<file path="config.mk">
export PLATFORM = sky130hd
export DESIGN_NAME = debounce_scan_ctrl
export DESIGN_NICKNAME = d
export VERILOG_FILES = /design/src/rtl/debounce_scan_ctrl.sv
export SDC_FILE = /design/constraint.sdc
export NUM_CORES = 1
export LEC_CHECK = 0
export ABC_AREA = 1
export BUFFER_PORTS_ARGS = -buffer_cell sky130_fd_sc_hd__buf_2
export CAP_MARGIN = 15
export CORE_ASPECT_RATIO = 1.2
export CORE_MARGIN = 4
export CORE_UTILIZATION = 40
export DETAILED_ROUTE_END_ITERATION = 7
export PLACE_DENSITY = 0.63
export SLEW_MARGIN = 20
export SYNTH_ARGS = -nofsm -noshare
export SYNTH_HDL_FRONTEND = slang
export SYNTH_SLANG_ARGS = --single-unit
</file>
<file path="constraint.sdc">
create_clock -name i_clk -period 3.7 [get_ports i_clk]
set_clock_uncertainty 0.2 [all_clocks]
set_input_delay 0.185 -clock i_clk [delete_from_list [all_inputs] [get_ports i_clk]]
set_output_delay 0.185 -clock i_clk [all_outputs]
set_load 0.005 [all_outputs]
</file>
<file path="src/rtl/debounce_scan_ctrl.sv">
// debounce_scan_ctrl
//   Debounces N_CH raw switch inputs and reports every debounced level change as
//   an event on a valid/ready port.
//   - A SYNC_STAGES-deep synchroniser sits on each raw input.
//   - One shared prescaler produces a single-cycle tick every TICK_PERIOD_10NS clocks.
//   - Each channel runs an early-detect FSM {ZERO, WAIT1, ONE, WAIT0}. The output
//     follows the input as soon as a WAIT state is entered, and is then held for the
//     settle period before the input is re-sampled.
//   - Each debounced change marks the channel pending. Only one event is held per
//     channel. A change that hits an already pending channel sets a sticky overflow flag.
//   - A round-robin arbiter moves one pending channel per cycle into the output register.
// Ports
//   i_clk, i_rst_n          clock, asynchronous active-low reset
//   i_sw[N_CH]              raw asynchronous switch inputs
//   o_sw_debounced[N_CH]    registered debounced levels
//   o_evt_valid/i_evt_ready event handshake
//   o_evt_ch, o_evt_level   channel and debounced level captured at grant
//   o_evt_overflow          sticky lost-change flag, cleared by i_ovf_clr (set wins)
//   o_evt_time[16]          tick timestamp of the change (DEBOUNCE_SCAN_TIMESTAMP_EN only)
// Build option
//   DEBOUNCE_SCAN_TIMESTAMP_EN  adds the tick counter, the per-channel capture
//                               registers and the o_evt_time port.
module debounce_scan_ctrl #(
  parameter int N_CH             = 4,
  parameter int TICK_PERIOD_10NS = 100_000,
  parameter int SETTLE_TICKS     = 20,
  parameter int SYNC_STAGES      = 2
) (
  input  logic                    i_clk,
  input  logic                    i_rst_n,
  input  logic [N_CH-1:0]         i_sw,
  output logic [N_CH-1:0]         o_sw_debounced,
  output logic                    o_evt_valid,
  input  logic                    i_evt_ready,
  output logic [$clog2(N_CH)-1:0] o_evt_ch,
  output logic                    o_evt_level,
  output logic                    o_evt_overflow,
  input  logic                    i_ovf_clr
`ifdef DEBOUNCE_SCAN_TIMESTAMP_EN
  ,
  output logic [15:0]             o_evt_time
`endif
);

  localparam int CW = $clog2(N_CH);
  localparam int PW = (TICK_PERIOD_10NS > 1) ? $clog2(TICK_PERIOD_10NS) : 1;
  localparam int SW = $clog2(SETTLE_TICKS + 1);

  typedef enum logic [1:0] {ZERO, WAIT1, ONE, WAIT0} deb_state_e;

  // Synchroniser: stage 0 takes the raw input, the last stage feeds the FSMs.
  logic [SYNC_STAGES-1:0][N_CH-1:0] sync_q, sync_d;
  logic [N_CH-1:0] s_sw;

  logic [PW-1:0]   presc_q, presc_d;
  logic            tick;

  logic [N_CH-1:0] deb_q, deb_d;
  logic [N_CH-1:0] deb_prev_q;
  logic [N_CH-1:0] chg;
  logic [N_CH-1:0] pending_q, pending_d;
  logic [N_CH-1:0] grant_vec;
  logic [CW-1:0]   rr_q, rr_d;
  logic [CW-1:0]   grant;
  logic            load;
  logic            valid_q, valid_d;
  logic [CW-1:0]   ch_q, ch_d;
  logic            level_q, level_d;
  logic            ovf_q, ovf_d;

  assign s_sw = sync_q[SYNC_STAGES-1];

  always_comb begin
    sync_d  = {sync_q[SYNC_STAGES-2:0], i_sw};
    tick    = (presc_q == PW'(TICK_PERIOD_10NS - 1));
    presc_d = tick ? '0 : presc_q + 1'b1;
  end

  // Per-channel debounce FSMs
  for (genvar gi = 0; gi < N_CH; gi++) begin : g_ch
    deb_state_e    state_q, state_d;
    logic [SW-1:0] cnt_q, cnt_d, cnt_inc;

    always_comb begin
      state_d = state_q;
      cnt_d   = cnt_q;
      cnt_inc = cnt_q + SW'(tick);
      case (state_q)
        ZERO: begin
          cnt_d = '0;
          if (s_sw[gi]) state_d = WAIT1;
        end
        ONE: begin
          cnt_d = '0;
          if (!s_sw[gi]) state_d = WAIT0;
        end
        WAIT1, WAIT0: begin
          cnt_d = cnt_inc;
          // Leave on the tick that brings the count to SETTLE_TICKS, so the time
          // spent in WAIT is between SETTLE_TICKS-1 and SETTLE_TICKS tick periods.
          if (cnt_inc == SW'(SETTLE_TICKS)) begin
            state_d = s_sw[gi] ? ONE : ZERO;
            cnt_d   = '0;
          end
        end
        default: begin
          state_d = ZERO;
          cnt_d   = '0;
        end
      endcase
    end

    always_ff @(posedge i_clk or negedge i_rst_n) begin
      if (!i_rst_n) begin
        state_q <= ZERO;
        cnt_q   <= '0;
      end else begin
        state_q <= state_d;
        cnt_q   <= cnt_d;
      end
    end

    assign deb_d[gi] = (state_d == WAIT1) || (state_d == ONE);
  end

  // Change is seen one cycle after the debounced output moves.
  assign chg = deb_q ^ deb_prev_q;

  // Round-robin search: first pending channel at or after rr_q, wrapping.
  always_comb begin
    logic [CW:0] sum;
    logic        found;
    sum   = '0;
    found = 1'b0;
    grant = '0;
    for (int i = 0; i < N_CH; i++) begin
      sum = {1'b0, rr_q} + (CW+1)'(i);
      if (sum >= (CW+1)'(N_CH)) sum = sum - (CW+1)'(N_CH);
      if (!found && pending_q[sum[CW-1:0]]) begin
        found = 1'b1;
        grant = sum[CW-1:0];
      end
    end
  end

  always_comb begin
    logic [CW:0] gnext;
    load = (!valid_q || i_evt_ready) && (|pending_q);
    for (int c = 0; c < N_CH; c++) begin
      grant_vec[c] = load && (grant == CW'(c));
    end
    // A new change on a channel being granted this cycle re-arms it.
    pending_d = (pending_q & ~grant_vec) | chg;
    ovf_d     = (ovf_q & ~i_ovf_clr) | (|(chg & pending_q));

    gnext   = {1'b0, grant} + 1'b1;
    if (gnext >= (CW+1)'(N_CH)) gnext = '0;

    valid_d = valid_q;
    ch_d    = ch_q;
    level_d = level_q;
    rr_d    = rr_q;
    if (load) begin
      valid_d = 1'b1;
      ch_d    = grant;
      level_d = deb_q[grant];
      rr_d    = gnext[CW-1:0];
    end else if (valid_q && i_evt_ready) begin
      valid_d = 1'b0;
    end
  end

  always_ff @(posedge i_clk or negedge i_rst_n) begin
    if (!i_rst_n) begin
      sync_q     <= '0;
      presc_q    <= '0;
      deb_q      <= '0;
      deb_prev_q <= '0;
      pending_q  <= '0;
      rr_q       <= '0;
      valid_q    <= 1'b0;
      ch_q       <= '0;
      level_q    <= 1'b0;
      ovf_q      <= 1'b0;
    end else begin
      sync_q     <= sync_d;
      presc_q    <= presc_d;
      deb_q      <= deb_d;
      deb_prev_q <= deb_q;
      pending_q  <= pending_d;
      rr_q       <= rr_d;
      valid_q    <= valid_d;
      ch_q       <= ch_d;
      level_q    <= level_d;
      ovf_q      <= ovf_d;
    end
  end

  assign o_sw_debounced = deb_q;
  assign o_evt_valid    = valid_q;
  assign o_evt_ch       = ch_q;
  assign o_evt_level    = level_q;
  assign o_evt_overflow = ovf_q;

`ifdef DEBOUNCE_SCAN_TIMESTAMP_EN
  logic [15:0]            ts_q, ts_d;
  logic [N_CH-1:0][15:0]  cap_q, cap_d;
  logic [15:0]            evt_time_q, evt_time_d;

  always_comb begin
    ts_d = ts_q + 16'(tick);
    for (int c = 0; c < N_CH; c++) begin
      cap_d[c] = chg[c] ? ts_q : cap_q[c];
    end
    // The granted event carries the capture taken before any same-cycle overwrite.
    evt_time_d = load ? cap_q[grant] : evt_time_q;
  end

  always_ff @(posedge i_clk or negedge i_rst_n) begin
    if (!i_rst_n) begin
      ts_q       <= '0;
      cap_q      <= '0;
      evt_time_q <= '0;
    end else begin
      ts_q       <= ts_d;
      cap_q      <= cap_d;
      evt_time_q <= evt_time_d;
    end
  end

  assign o_evt_time = evt_time_q;
`endif

endmodule
</file>
# After elaboration in Yosys (flattened, before gate mapping)
# Index checks and enable logic that the tools add are counted.
[op_classes]
n_addsub = 13
multipliers = 0
n_div = 0
n_lt_le_gt_ge = 10
eq_ne = 28
shift = 0
muxes = 53
n_bitwise = 8
n_reduce_logical = 34
[ops]
columns = ["op", "n"]
rows = [
  ["$mux W2", 25],
  ["$pmux W5 S2", 4],
  ["$eq A2 B2 Y1 const B", 14],
  ["$pmux W2 S3", 4],
  ["$add A5 B1 Y5", 4],
  ["$eq A5 B5 Y1 const B", 4],
  ["$mux W5", 4],
  ["$eq A2 B1 Y1 const B", 9],
  ["$add A17 B1 Y17 const B", 1],
  ["$eq A17 B17 Y1 const B", 1],
  ["$mux W17", 1],
  ["$reduce_or A2 Y1", 8],
  ["$lt A2 B3 Y1 const B", 5],
  ["$ge A3 B3 Y1 const B", 4],
  ["$bmux W1 S2", 5],
  ["$logic_not A2 Y1", 5],
  ["$mux W1", 10],
  ["$logic_and A1 B1 Y1", 9],
  ["$and A4 B4 Y4", 2],
  ["$reduce_or A4 Y1", 2],
  ["$sub A2 B1 Y2 const B", 4],
  ["$add A2 B1 Y3 const B", 2],
  ["$add A2 B2 Y3 const B", 2],
  ["$logic_or A1 B1 Y1", 5],
  ["other kinds (9)", 12],
]
[word_totals]
reg_bits = 72
latchBits = 0
ram_bits = 0
mem_bits_ro = 0
in_bits = 8
out_inout_bits = 9
wordCells = 165
memories = 0

# Longest topological paths before layout
[depth]
depth_word = 19
depth_mapped = 15
mapped_depth_nobuf = 15

# Worst setup path before layout
# No wires, ideal clock.
[synth_timing]
path_kind = "reg-to-reg"
startpoint = "register presc_q[12]"
endpoint = "register g_ch[1].state_q[1]"
setup_time_ps = 118
arrival_ps = 2352
required_time_ps = 3382
slack_ps = 1029
path_stages_with_launch = 14
path_buffers = 0
period_less_slack_ps = 2671
cell_sequence = "dfrtp_1 > nor2_1 > nand2_1 > nor4_1 > nand3_1 > inv_1 > ha_1 > ha_1 > nand3_1 > xor2_1 > or2_2 > nor2_1 > mux2i_1 > inv_1"
[synth_between]
elab_chain_len = 5
[synth_rtl]
columns = ["item", "line", "source"]
rows = [
  ["start: declaration", "55", "logic [PW-1:0] presc_q, presc_d;"],
  ["start signal: assignment", "187", "presc_q <= presc_d;"],
  ["$eq A17 B17 Y1", "75", "tick = (presc_q == PW'(TICK_PERIOD_10NS - 1));"],
  ["$add A5 B1 Y5", "87", "cnt_inc = cnt_q + SW'(tick);"],
  ["$eq A5 B5 Y1", "101", "if (cnt_inc == SW'(SETTLE_TICKS)) begin"],
  ["$mux W2", "101", ""],
  ["$pmux W2 S3", "88", "case (state_q)"],
  ["net g_ch[1].state_d[1]", "81", "deb_state_e state_q, state_d;"],
  ["end signal: assignment", "118", "state_q <= state_d;"],
  ["end: declaration", "81", ""],
]
# The timed path passes the listed nets, and every way through them passes these cells.
# A chain may end at the register's enable or synchronous reset.

# Worst setup path after layout
# Ends and elaborated chain as after synthesis.

==> results.py <==
metrics = {
    "outcome": {
        "outcome": "finished, final reports clean",
    },
    "sta": {
        "rsz0062_at_grt": "false",
        "hold_viol": 0,
        "setup_viol": 0,
        "max_clock_freq_mhz": 337.4,
        "worstMarginPinSlew_ns": 0.8863,
        "tns_ns": 0,
        "drv_slew": 0,
        "period_minus_slack_ns": 2.964,
        "period_share_pct": 80.10,
        "slew-limit-headroom_pct": 40.91,
    },
    "power": {
        "power_mw": 2.182,
        "p_leak_nw": 2.048,
        "power_density_nw_per_um2": 552.0,
        "ir_worst_vdd_uv": 241.6,
    },
    "clocking": {
        "clock_latency_ns": 0.35,
        "cts_resized": 0,
        "cts-htree-levels": 3,
        "cts-root-buf": "clkbuf_8",
        "cts_inserted_buffers": 9,
        "cts_buffer_depth": 2,
        "tritoncts": "built",
        "cts.sinks": 72,
        "cts.clk_slew.worst_paths_ns": 0.08,
        "postCtsSetupBuffers": 0,
        "holdBufCountCts": 7,
    },
    "global_routing": {
        "grt_pass1_wl_um": 10940,
        "grt_remaining_overflow": 0,
        "grt_use_total_pct": 13.79,
        "grt_max_degree": 73,
        "grt_pass1_vias": 2497,
        "antenna_found_initial": 0,
    },
    "place": {
        "io_buffers": 16,
        "gp_congestion": 0.8838,
        "place_area_um2": 3697,
        "dp_hpwl_um": 4428,
    },
    "floorplanning": {
        "die_width_um": 93.14,
        "io-pin-count": 17,
        "start_util_pct": 40.85,
        "die-area_um2": 10260,
        "die_y_um": 110.2,
        "rows": 37,
        "core_um2": 8518,
    },
    "finish": {
        "diodes": 0,
        "seq_area_um2": 1802,
        "fillers": 825,
        "area_growth_pct": 13.59,
        "final_core_util_pct": 46.40,
        "nets": 443,
        "multi_input_area_um2": 1419,
        "layout-drive-gt1-share_pct": 13.35,
        "final_area_um2": 3953,
    },
    "critical_path": {
        "critPathBufInv": 2,
        "critical_path_class": "flop to flop",
        "cp_cell_sequence": "nor2_1, nand2_1, nor4_1, nand3_1, inv_1, ha_1, ha_1, nand3_1, xor2_1, or2_2, nor2_1, mux2i_1, inv_1",
        "max_stage_delay_ns": 0.41,
        "crit_path_start_kind": "flop",
        "reg2reg_to": "g_ch[1].state_q[1]",
        "worst-r2r-cell-count": 13,
        "arrival_ns": 3.02,
        "slowest_stage": "dfrtp_1",
        "required_ns": 3.75,
        "worstReg2RegStart": "presc_q[12]",
        "reg2reg_slack_ns": 0.74,
        "cp_max_fo": 8,
        "end_kind": "flop",
        "critPathTopFamily": "simple AND/OR/NAND/NOR gates",
    },
    "flow_run": {
        "maxCapViolCount": 0,
    },
    "min_path": {
        "hold_depth": 0,
        "hold_path.class": "flop to flop",
        "hold_start": "sync_d[6]",
        "min_to": "s_sw[2]",
    },
    "synthesis": {
        "syn_inst": 389,
        "ys_warn_count": 0,
        "netlist.area_leader.share_pct": 51.78,
        "synth.area.top_cells": "dfrtp_1 52%, nand2_1 8.2%, inv_1 6.9%",
        "syn_nets": 410,
        "ys_seq_elements": 72,
        "syn_area_um2": 3480,
        "syn_area_per_cell_um2": 8.945,
        "synth.distinct_cells": 32,
        "yosysTopAreaCell": "dfrtp_1",
        "ys_seq_area_share_pct": 51.78,
    },
    "routing": {
        "drt-vias-per-instance": 4.702,
        "wl_um": 6097,
        "num_vias": 2558,
        "ant_nets": 0,
        "drt_pre_antenna_iters": 6,
        "post_drt_wl_per_cell_um": 11.21,
        "drt_iter0_markers": 118,
        "drcViolationCount": 0,
    },
}
## cells by family after synthesis
| logic type | after synthesis | synth area share [%] |
|---|---|---|
| fa+ha+maj | 13 | 4.675 |
| simple gates | 172 | 23.30 |
| mux | 3 | 0.8630 |
| xor+xnor | 20 | 5.034 |
| compound gates | 42 | 6.904 |
| flops | 72 | 51.78 |
| buf+inv | 67 | 7.443 |
## worst max path at each step
| stage | cells after the start | slack, ns | from | endpoint |
|---|---|---|---|---|
| 3_5_place_dp | 13 | 0.72 | presc_q[12] | g_ch[1].state_q[1] |
| 2_1_floorplan | 13 | 1.03 | presc_q[12] | g_ch[1].state_q[1] |
| 5_1_grt | 11 | 0.39 | presc_q[0] | g_ch[2].state_q[0] |
| 3_3_place_gp | 11 | 0.81 | presc_q[8] | g_ch[1].state_q[1] |
| 4_1_cts | 13 | 0.71 | presc_q[0] | g_ch[1].state_q[1] |
| 6_report | 13 | 0.74 | presc_q[12] | g_ch[1].state_q[1] |
## layout by cell type, fill, tap and decap left out, types with 8 or more instances in the layout
cell type and count:
buf_2 15, clkbuf_8 9, dfrtp_1 72, ha_1 13, inv_1 64, nand2_1 76, nand2_2 9, nand3_1 28
nor2_1 31, o21ai_0 21, xnor2_1 8, xor2_1 12
## cells in the mapped netlist
cell type,instances
ha_1,13
nand3_1,28
nand3_2,3
nor2_1,31
nand3b_1,1
dfrtp_1,72
a31oi_1,6
nor3_1,6
or2_2,3
o211ai_2,1
nand2_1,76
mux2i_1,3
nor4_1,4
nor3_2,1
o22ai_1,3
nor2_2,1
inv_1,64
a211o_1,1
inv_2,2
nor3b_1,1
xnor2_1,8
a21oi_1,7
xor2_1,12
nand4_1,3
nor4_2,2
nor2_4,1
nand2_2,9
o21ai_0,21
o21bai_1,1
nand2_4,2
o21a_1,2
buf_6,1
## final cells by class
cell class,instances,area share [%]
flip-flops and latches,72,45.58
multi-input cells,250,35.90
inverters,66,6.268
repair buffers,23,3.862
well taps,117,3.704
clock buffers,9,3.134
clock inverters,7,1.551
## power by group
group / switching (mW) / total [mW] / internal (mW)
clock: 0.323 / 0.578 / 0.255
combinational: 0.426 / 0.678 / 0.253
sequential: 0.0737 / 0.925 / 0.852
total: 0.822 / 2.18 / 1.36
## state kept, by name, indices dropped and copies added, names as in the netlist
register        flops
g_ch.cnt_q         20
rr_q                2
g_ch.state_q        8
o_sw_debounced      4
pending_q           4
o_evt_valid         1
s_sw                4
o_evt_ch            2
deb_prev_q          4
o_evt_overflow      1
sync_d              4
o_evt_level         1
presc_q            17
## metrics by stage
step | hold WS, ns | setup WS [ns] | std cells
2_1_floorplan | -0.3106 | 1.029 | 389
3_3_place_gp | 0.09338 | 0.8117 | 521
3_5_place_dp | 0.09464 | 0.7215 | 521
4_1_cts | 0.1566 | 0.7105 | 544
5_1_grt | 0.1648 | 0.3894 | 544
6_report | 0.1535 | 0.7364 | 544
## per-layer routing
layer | GRT usage (%) | routed length (um) | up-vias
met1 | 16.04 | 2762 | 1199
met3 | 2.987 | 169 | 7
li1 | - | - | 1311
met4 | 8.586 | 95 | 0
met5 | 0 | 0 | -
met2 | 23.26 | 3069 | 41
## worst register-to-register path: cells and delay by family (launching register included)
kind | cells | cell delay, ns
xor gates and xnor gates | 1 | 0.17
and+or+nand+nor | 7 | 1.17
DFF | 1 | 0.41
buffers and inverters | 2 | 0.33
adders and majority gates | 2 | 0.41
muxes | 1 | 0.20
Power figures use the tool's default switching activity.
